## src/rtl/hazard_stall_controller.sv

```systemverilog
// rtl/hazard_stall_controller.sv - pipeline stall/flush controller for the five-stage core
//
// Purpose: detects load-use hazards and holds the front end for fixed-latency
// multi-cycle EX ops. It squashes the fetched instruction on a taken branch
// and counts bubble cycles in a saturating statistic.
//
// Ports:
//   Clk, Rst        clock, synchronous active-high reset
//   ID_Rs, ID_Rt    source register fields of the ID instruction
//   ID_UsesRt       ID instruction reads rt
//   ID_MultiCycle   ID instruction is a multi-cycle EX op
//   EX_MemRead      EX instruction is a load
//   EX_WriteReg     EX instruction destination register
//   BranchTaken     branch/jump resolved taken in ID
//   StatClear       synchronous clear of StallCycles
//   HazardControl   1 = zero ID/EX control (bubble)
//   PCWrite         PC write enable
//   IFIDWrite       IF/ID write enable
//   IFIDFlush       IF/ID loads NOP
//   Busy            multi-cycle hold in progress
//   StallCycles     saturating count of bubble cycles
module hazard_stall_controller #(
  parameter int MC_LATENCY = 4,
  parameter int STAT_W     = 16
) (
  input  logic              Clk,
  input  logic              Rst,
  input  logic [4:0]        ID_Rs,
  input  logic [4:0]        ID_Rt,
  input  logic              ID_UsesRt,
  input  logic              ID_MultiCycle,
  input  logic              EX_MemRead,
  input  logic [4:0]        EX_WriteReg,
  input  logic              BranchTaken,
  input  logic              StatClear,
  output logic              HazardControl,
  output logic              PCWrite,
  output logic              IFIDWrite,
  output logic              IFIDFlush,
  output logic              Busy,
  output logic [STAT_W-1:0] StallCycles
);

  typedef enum logic {
    RUN     = 1'b0,
    MC_HOLD = 1'b1
  } state_t;

  // A latency of 1 means the op completes like any other; no hold is needed.
  localparam bit              HOLD_EN   = (MC_LATENCY > 1);
  localparam logic [3:0]      HOLD_LOAD = 4'(MC_LATENCY - 1);
  localparam logic [STAT_W-1:0] STAT_MAX = '1;

  state_t     state;
  state_t     state_nxt;
  logic [3:0] cnt;
  logic [3:0] cnt_nxt;
  logic       lu;

  // $0 is hardwired, so a load targeting it never creates a dependency.
  assign lu = EX_MemRead && (EX_WriteReg != 5'd0) &&
              ((EX_WriteReg == ID_Rs) || (ID_UsesRt && (EX_WriteReg == ID_Rt)));

  always_ff @(posedge Clk) begin
    if (Rst) begin
      state <= RUN;
      cnt   <= 4'd0;
    end else begin
      state <= state_nxt;
      cnt   <= cnt_nxt;
    end
  end

  always_comb begin
    state_nxt = state;
    cnt_nxt   = cnt;
    case (state)
      RUN: begin
        // A stalled multi-cycle op is not yet leaving ID, so it only arms the
        // hold on the cycle it actually advances.
        if (HOLD_EN && !lu && ID_MultiCycle) begin
          state_nxt = MC_HOLD;
          cnt_nxt   = HOLD_LOAD;
        end
      end
      MC_HOLD: begin
        cnt_nxt = cnt - 4'd1;
        if (cnt == 4'd1) begin
          state_nxt = RUN;
        end
      end
      default: begin
        state_nxt = RUN;
        cnt_nxt   = 4'd0;
      end
    endcase
  end

  always_comb begin
    HazardControl = 1'b1;
    PCWrite       = 1'b0;
    IFIDWrite     = 1'b0;
    IFIDFlush     = 1'b0;
    Busy          = 1'b0;
    if (!Rst) begin
      case (state)
        MC_HOLD: begin
          Busy = 1'b1;
        end
        default: begin
          // A stalled branch is not flushed; it is re-evaluated next cycle.
          if (!lu) begin
            HazardControl = 1'b0;
            PCWrite       = 1'b1;
            IFIDWrite     = 1'b1;
            IFIDFlush     = BranchTaken;
          end
        end
      endcase
    end
  end

  always_ff @(posedge Clk) begin
    if (Rst || StatClear) begin
      StallCycles <= '0;
    end else if (HazardControl && (StallCycles != STAT_MAX)) begin
      StallCycles <= StallCycles + 1'b1;
    end
  end

endmodule

```

## config.mk

```make
export PLATFORM = sky130hd
export DESIGN_NAME = hazard_stall_controller
export DESIGN_NICKNAME = d
export VERILOG_FILES = /design/src/rtl/hazard_stall_controller.sv
export SDC_FILE = /design/constraint.sdc
export NUM_CORES = 1
export LEC_CHECK = 0
export BUFFER_PORTS_ARGS = -buffer_cell sky130_fd_sc_hd__buf_2
export CAP_MARGIN = 15
export CORE_MARGIN = 5
export CORE_UTILIZATION = 30
export CTS_BUF_LIST = sky130_fd_sc_hd__clkbuf_4
export CTS_CLUSTER_SIZE = 8
export DETAILED_ROUTE_END_ITERATION = 8
export MAX_ROUTING_LAYER = met4
export PLACE_DENSITY_LB_ADDON = 0.08
export RECOVER_POWER = 25
export SLEW_MARGIN = 20
export SYNTH_ARGS = -nofsm -noshare
export SYNTH_HDL_FRONTEND = slang
export SYNTH_SLANG_ARGS = --single-unit
```

## constraint.sdc

```tcl
create_clock -name Clk -period 1.8 [get_ports Clk]
set_input_delay 0.18 -clock Clk [delete_from_list [all_inputs] [get_ports Clk]]
set_output_delay 0.18 -clock Clk [all_outputs]
set_load 0.1 [all_outputs]
```

==> impl_metrics.toml, run 1 <==
[status]
outcome = "finished, violations left"
violations = "negative setup slack"

[detailed_routing]
firstDrtPassIters = 5
drt-vias-per-instance = 5.28
drcViolationCount = 0
vias = 1415
drtAntennaViolNets = 0
drtIter0Drc = 52
wirelength_um = 3830
routedWlPerCell_um = 14.3

[timing]
rsz0062_at_grt = "yes"
final.setup.worst_slack_ns = -0.0107
setup_viol = 3
fin_skew_ns = 0.0173
slew_violations = 0
fmax_ghz = 0.552
post-route-period-util = 1.01
period_minus_slack_ns = 1.81
slew_headroom = 0.638
worstMarginPinSlew_ns = 0.545
final-hold-violation-count = 0

[min_path]
holdPathStages = 3
hold_class = "in -> reg"

[logic_synthesis]
syn_inst = 154
ys_warn_count = 0
yosys.cell_count.top_type = "dfxtp_1"
synthFlopType = "dfxtp_1"
synth_area_um2 = 1260
ys_seq_area_frac = 0.332
synthTopCellsByCount = "21 x dfxtp_1, 15 x a21oi_1, 9 x nand2_1, 9 x xor2_1"
synth.avg_cell_area_um2 = 8.21
synth_edf_count = 0
ys_types = 41
synth_fp_nets = 179
yosysTopAreaCellShare = 0.332
synth_area_leaders = "dfxtp_1 33%, xor2_1 6.2%, a21oi_1 5.9%"
ys_ff_latch = 21
async_flop_share = 0
synth_top_cell_by_area = "dfxtp_1"

[power_and_ir_drop]
leakagePower_uw = 0.000802
peakVddDrop_mv = 0.280
cellPowerDensity_nw_per_um2 = 524
total_power_uw = 1060

[global_routing]
grt_pass1_vias = 1326
grt_use_total = 0.145
grt_max_degree = 13
antenna_found_initial = 0
grt_first_pass_wirelength_um = 6260
overflow = 0

[setup_path]
ff2ff_path_depth = 7
worstSetupStartpointType = "register"
r2r_setup_slack_ns = -0.01
critical_path_class = "reg -> reg"
arrival_ns = 2.04
critPathRequiredTime_ns = 2.03
cp_max_fo = 6
cp-end-kind = "register"

[finish]
diodes = 0
multiInputGateArea_um2 = 916
instances_no_fill = 268
synthToLayoutAreaGrowth_pct = 59.3
fillers = 407
finish.utilization = 0.497
layout-drive-gt1-share = 0.541
final_cell_area_um2 = 2020
nets = 244
seqCellArea_um2 = 464

[clocking]
htreeDepth = 1
cts_buffers = 3
clk_path_buf_depth = 2
clock_latency_ns = 0.32
root_buffer = "clkbuf_4"
cts.sinks = 21
cts_tree = "yes"
path_clk_slew_ns = 0.14

[floorplan]
start_util = 0.312
io-pin-count = 43
die_w_um = 74.9
die-height_um = 74.9
coreArea_um2 = 4060
rows = 23
die_area_um2 = 5620

[flow_run]
maxCapViolCount = 0

[placed_design]
portBuffers = 42
place_inst = 251
hpwl_um = 2810
gp_congestion = 0.779
dpl_cell_area_um2 = 1790
[worst max-delay path: stages (launching register included)]
cell and delay, ns:
dfxtp_4 0.41, ha_4 0.13, and3_4 0.20, nand3_4 0.09
or4_4 0.61, buf_4 0.17, nand3_2 0.06, a21oi_1 0.06
[metrics by stage]
step	hold WS (ns)	setup slack, ns	setup TNS, ns
final	0.138	-0.0107	-0.0250
after global routing	0.130	-0.0840	-0.421
after CTS	0.130	-0.0167	-0.0167
after detailed placement	0.450	-0.158	-1.86
after global placement	0.447	-0.114	-1.48
after floorplan	0.349	-0.259	-1.45
[per-layer routing]
| layer | routed length, um | GRT usage |
|---|---|---|
| met5 | 0 | - |
| met4 | 22 | 0.0395 |
| met3 | 195 | 0.0240 |
| met2 | 1880 | 0.216 |
| met1 | 1740 | 0.201 |
[state kept, by name (all words and copies together) (netlist names)]
name	count
StallCycles	16
state	1
cnt	4
[cell type report]
class                           instances  share of cell area
Clock inverter                          1             0.00248
Clock buffer                            3              0.0112
Inverter                                6              0.0130
Sequential cell                        21               0.230
Tap cell                               50              0.0310
Timing Repair Buffer                   69               0.258
Multi-Input combinational cell        118               0.454
[layout by cell type (no fill, tap or decap), types with 5 or more instances in the layout]
| cell | instances |
|---|---|
| clkbuf_2 | 7 |
| or3_1 | 5 |
| dfxtp_4 | 9 |
| buf_4 | 23 |
| or4_1 | 5 |
| nand2_1 | 6 |
| nor2_1 | 6 |
| buf_12 | 5 |
| a21oi_1 | 15 |
| buf_6 | 5 |
| xor2_1 | 8 |
| buf_2 | 28 |
| dfxtp_2 | 8 |
| inv_1 | 5 |
[timing repair]
| action | in CTS | in global routing |
|---|---|---|
| setup buffers | 5 | 8 |
| pin swaps | 2 | 14 |
| hold buffers | 0 | 0 |
| gates resized for setup | 5 | 20 |
| endpoints found under the setup margin | 4 | 15 |
[power by group]
part | switching (uW) | total, uW | internal, uW
registers | 17.0 | 484 | 467
clock network | 164 | 247 | 83.0
logic | 182 | 325 | 143
[kinds of logic after synthesis]
family,Yosys count,share of synthesized area
mux,1,0.00791
buf+inv,15,0.0544
fa+ha+maj,3,0.0297
simple gates,58,0.260
flops,21,0.332
xor+xnor,10,0.0692
compound gates,46,0.246
[final timing paths]
| path | start | to |
|---|---|---|
| setup reg to reg | StallCycles[0] | StallCycles[1] |
| hold reg to reg | StallCycles[10] | StallCycles[10] |
| hold / removal | StatClear | StallCycles[8] |
| setup / recovery | StallCycles[0] | StallCycles[1] |
(Power assumes the default switching activity.)
==> run 2: changes to the inputs <==
--- a/config.mk
+++ b/config.mk
@@ -7,5 +7,4 @@
 export LEC_CHECK = 0
 export BUFFER_PORTS_ARGS = -buffer_cell sky130_fd_sc_hd__buf_2
-export CAP_MARGIN = 15
 export CORE_MARGIN = 5
 export CORE_UTILIZATION = 30
==> constraint.sdc (replaced) <==
create_clock -name Clk -period 1.8 [get_ports Clk]
set_input_delay 0.36 -clock Clk [delete_from_list [all_inputs] [get_ports Clk]]
set_output_delay 0.36 -clock Clk [all_outputs]
set_load 0.1 [all_outputs]
==> run 2 against run 1 <==
  * The flow still finishes with violations (negative setup slack)
  * Fmax decreased by 13%
  * Sequential cell count did not move
  * Sequential power down 1%
  * Via count is 3.4% higher
  * First-iteration DRC count rose by 88%
  * Die area did not move
  * Critical path depth fell by 1
  * Register-to-register slack is essentially flat
  * Sequential share of layout area shrank 1.4 points
  * Combinational power is 13% higher
  * Clock skew shrank 0.0057 ns
  * Largest power group unchanged
==> impl_metrics.toml, run 2 (synthesis gave the netlist of run 1 again) <==
[status]
outcome = "finished, violations left"
violations = "negative setup slack"

[finish]
largest_reg_flops = 16
diodes = 0
regMostFlops = "StallCycles"
synthToLayoutAreaGrowth_pct = 69.0
layout_common_cells = "28 x buf_2, 19 x buf_4, 13 x buf_6"
nets = 246
layout_commonest_cell = "buf_2"
reg_top3 = "StallCycles x16, cnt x4, state x1"
finish.utilization = 0.527
layout-drive-gt1-share = 0.600

[timing]
final.setup.worst_slack_ns = -0.285
setup_viol = 15
fmax_ghz = 0.480
whs_ns = 0.326
period_minus_slack_ns = 2.09
final-hold-violation-count = 0
worstMarginPinSlew_ns = 0.546
post-route-period-util = 1.16
slew_headroom = 0.637
rsz0062_at_grt = "yes"
slew_violations = 0
fin_skew_ns = 0.0116

[clocking]
cts_buffers = 3
root_buffer = "clkbuf_4"
clock_latency_ns = 0.31
cts_tree = "yes"
htreeDepth = 1
cts.sinks = 21
path_clk_slew_ns = 0.12
ctsHoldBuffers = 0
clk_path_buf_depth = 2

[global_routing]
grt_pass1_vias = 1432
antenna_found_initial = 0
overflow = 0
grt_first_pass_wirelength_um = 6370
grt_max_degree = 13
grt_use_total = 0.150

[floorplan]
die_w_um = 74.9
die-height_um = 74.9
start_util = 0.312
rows = 23
coreArea_um2 = 4060
io-pin-count = 43
die_area_um2 = 5620

[setup_path]
critPathRequiredTime_ns = 1.44
arrival_ns = 1.73
cp_max_fo = 6
slowest_delay_ns = 0.54
r2r_start = "StallCycles[4]"
slowest_stage = "or4_4"
cp-end-kind = "primary output"
crit_start = "EX_WriteReg[4]"
worstSetupStartpointType = "primary input"
cp_cell_sequence = "buf_8, or4_4, o21ai_4, o21a_4, and2_4, buf_12"
critical_path_class = "in -> out"

[detailed_routing]
drtIter0Drc = 98
drcViolationCount = 0
firstDrtPassIters = 4
drt-vias-per-instance = 5.42
routedWlPerCell_um = 15.3
wirelength_um = 4120
vias = 1463
drtAntennaViolNets = 0

[min_path]
hold_class = "in -> reg"
hold_start = "StatClear"

[placed_design]
gp_congestion = 0.756
hpwl_um = 2970
portBuffers = 42

[flow_run]
maxCapViolCount = 0

[power_and_ir_drop]
leakagePower_uw = 0.000841
cellPowerDensity_nw_per_um2 = 508
peakVddDrop_mv = 0.265
[run 2: changes by cell type in the layout (fill, tap and decap cells not counted), moves of 3 or more]
cell	before	now
buf_6	5	13
o41ai_2	0	3
or4_1	5	2
a21oi_1	15	11
buf_4	23	19
or4_4	2	5
a21oi_2	0	4
o41ai_1	3	0
[run 2: final timing paths]
kind | endpoint | depth (start not counted) | slack (ns)
setup reg to reg | StallCycles[15] | 6 | -0.02
hold reg to reg | cnt[3] | 1 | 0.50
setup / recovery | IFIDFlush | 6 | -0.29
hold / removal | StallCycles[8] | 3 | 0.33
[run 2: what timing repair did]
action                     4_1_cts  5_1_grt
gates cloned                     0        0
hold endpoints to repair         0        0
pin swaps                        5       17
resized for setup               17       27
setup buffers                    4        5
setup endpoints to repair       12       22
[run 2: stage by stage]
stage | instance area, um^2 | setup TNS [ns] | instances | setup WS (ns) | total power (uW)
2_1_floorplan | 1430 | -3.33 | 154 | -0.418 | 684
3_3_place_gp | 1850 | -5.99 | 257 | -0.334 | 792
3_5_place_dp | 1850 | -7.15 | 257 | -0.396 | 797
4_1_cts | 2000 | -1.48 | 265 | -0.309 | 1070
5_1_grt | 2140 | -2.00 | 270 | -0.304 | 1140
6_report | 2140 | -1.56 | 270 | -0.285 | 1090
[run 2: where the power goes]
part	switching [uW]	leakage (uW)	total (uW)	internal, uW
clock	158	0.0000177	241	83.0
sequential	11.7	0.000181	478	466
combinational	202	0.000642	368	166
total	372	0.000841	1090	715
[run 2: layout make-up]
class,count,area [um^2]
fill,385,1920
inverter,6,26.3
clock inverter,1,5.00
sequential,21,463
multi-input combinational,118,990
tap,50,62.6
timing repair buffer,71,569
clock buffer,3,22.5
[run 2: metal layers]
metal	vias up	routed length (um)	track usage
li1	712	-	-
met1	703	1870	0.179
met2	40	2020	0.250
met3	8	156	0.0334
met4	0	82	0.0455
met5	-	0	-
[run 2: critical path: cells and delay by family]
| kind | cells | cell delay [ns] |
|---|---|---|
| buffers and inverters | 2 | 0.26 |
| AND/OR/NAND/NOR | 2 | 0.71 |
| AO/OA/AOI/OAI | 2 | 0.38 |
==> run 3: changes to the inputs <==
RECOVER_POWER = 100   (was 25)
==> run 3 against run 2 <==
  * Register-to-register slack got worse by 0.08 ns
  * The flow still finishes with violations (negative setup slack)
  * Cell count unchanged
  * Sequential power about the same
==> impl_metrics.toml, run 3 (synthesis gave the netlist of run 1 again) <==
[clocking]
htreeDepth = 1
cts_buffers = 3
cts_tree = "yes"
ctsHoldBuffers = 0
root_buffer = "clkbuf_4"
clock_latency_ns = 0.31
path_clk_slew_ns = 0.12
cts.sinks = 21
clk_path_buf_depth = 2

[timing]
final.setup.worst_slack_ns = -0.283
whs_ns = 0.326
slew_headroom = 0.637
final-hold-violation-count = 0
worstMarginPinSlew_ns = 0.546
period_minus_slack_ns = 2.08
rsz0062_at_grt = "yes"
fmax_ghz = 0.480
fin_skew_ns = 0.0120
post-route-period-util = 1.16
slew_violations = 0
setup_viol = 14

[flow_run]
maxCapViolCount = 0

[placed_design]
portBuffers = 42
place_inst = 257
place_ws_ns = -0.396
gp_congestion = 0.756
hpwl_um = 2970

[floorplan]
die_w_um = 74.9
die_area_um2 = 5620
die-height_um = 74.9
coreArea_um2 = 4060
io-pin-count = 43
start_util = 0.312
rows = 23

[min_path]
hold_start = "StatClear"
holdPathStages = 3
hold_end = "StallCycles[8]"
hold_class = "in -> reg"

[setup_path]
critPathRequiredTime_ns = 1.44
cp-end-kind = "primary output"
arrival_ns = 1.72
critical_path_class = "in -> out"
r2r_setup_slack_ns = -0.10
cp_max_fo = 6
worstSetupStartpointType = "primary input"
cp_cell_sequence = "buf_8, or4_4, o21ai_4, o21a_4, and2_4, buf_12"
cp_top_family = "simple AND/OR/NAND/NOR gates"
slowest_stage = "or4_4"
r2r_end = "StallCycles[15]"
ff2ff_path_depth = 6
path_buf_inv = 2
r2r_start = "StallCycles[4]"
slowest_delay_ns = 0.54

[finish]
layout-drive-gt1-share = 0.591
reg_top3 = "StallCycles x16, cnt x4, state x1"
largest_reg_flops = 16
layout_common_cells = "18 x buf_4, 17 x buf_2, 16 x clkbuf_2"
regMostFlops = "StallCycles"
synthToLayoutAreaGrowth_pct = 66.9
instances_no_fill = 270
nets = 246
layout_commonest_cell = "buf_4"
finish.utilization = 0.520
diodes = 0

[power_and_ir_drop]
cellPowerDensity_nw_per_um2 = 511
leakagePower_uw = 0.000822
peakVddDrop_mv = 0.265
total_power_uw = 1080

[global_routing]
overflow = 0
grt_use_total = 0.150
grt_pass1_vias = 1432
antenna_found_initial = 0
grt_first_pass_wirelength_um = 6370
grt_max_degree = 13

[detailed_routing]
vias = 1477
routedWlPerCell_um = 15.3
drcViolationCount = 0
firstDrtPassIters = 4
wirelength_um = 4130
drtAntennaViolNets = 0
drt-vias-per-instance = 5.47
drtIter0Drc = 104

[status]
violations = "negative setup slack"
outcome = "finished, violations left"
==> run 3: metrics by stage <==
stage	setup TNS (ns)	instance area [um^2]
CTS	-1.48	2000
floorplan	-3.33	1430
global placement	-5.99	1850
detailed placement	-7.15	1850
finish	-1.59	2110
global route	-2.08	2110
==> run 3: routing by layer <==
metal,up-vias,global-route usage,wire length [um]
met5,-,-,0
met4,0,0.0455,82
met2,46,0.250,2040
met1,708,0.179,1820
li1,715,-,-
met3,8,0.0334,184
==> run 3: worst max path at each step <==
stage,depth (start not counted),start,slack (ns),to
after floorplan,6,EX_WriteReg[1],-0.42,StallCycles[8]
after global placement,8,EX_WriteReg[1],-0.33,StallCycles[7]
after detailed placement,8,EX_WriteReg[1],-0.40,StallCycles[7]
after CTS,6,EX_WriteReg[4],-0.31,IFIDFlush
after global routing,6,EX_WriteReg[4],-0.30,IFIDFlush
final,6,EX_WriteReg[4],-0.28,IFIDFlush
==> run 3: what timing repair did <==
action	CTS	global route
hold endpoints to repair	0	0
pin swaps	5	17
gates resized for setup	17	27
buffers inserted	4	5
endpoints found under the setup margin	12	22
==> run 3: final cells by class <==
cell class	instances	area, um^2
clock buffer	3	22.5
clock inverter	1	5.00
fill	390	1950
inverter	6	26.3
multi-input combinational	118	982
sequential	21	463
tap	50	62.6
timing repair buffer	71	549
==> run 3: where the power goes <==
part           internal, uW  switching, uW
logic                   159            201
registers               466           11.7
clock network          83.0            158
==> run 3: worst reg2reg max path: cells and delay by family, from the launching register on <==
family,cells,cell delay [ns]
flops,1,0.41
simple gates,3,0.93
compound gates,3,0.50
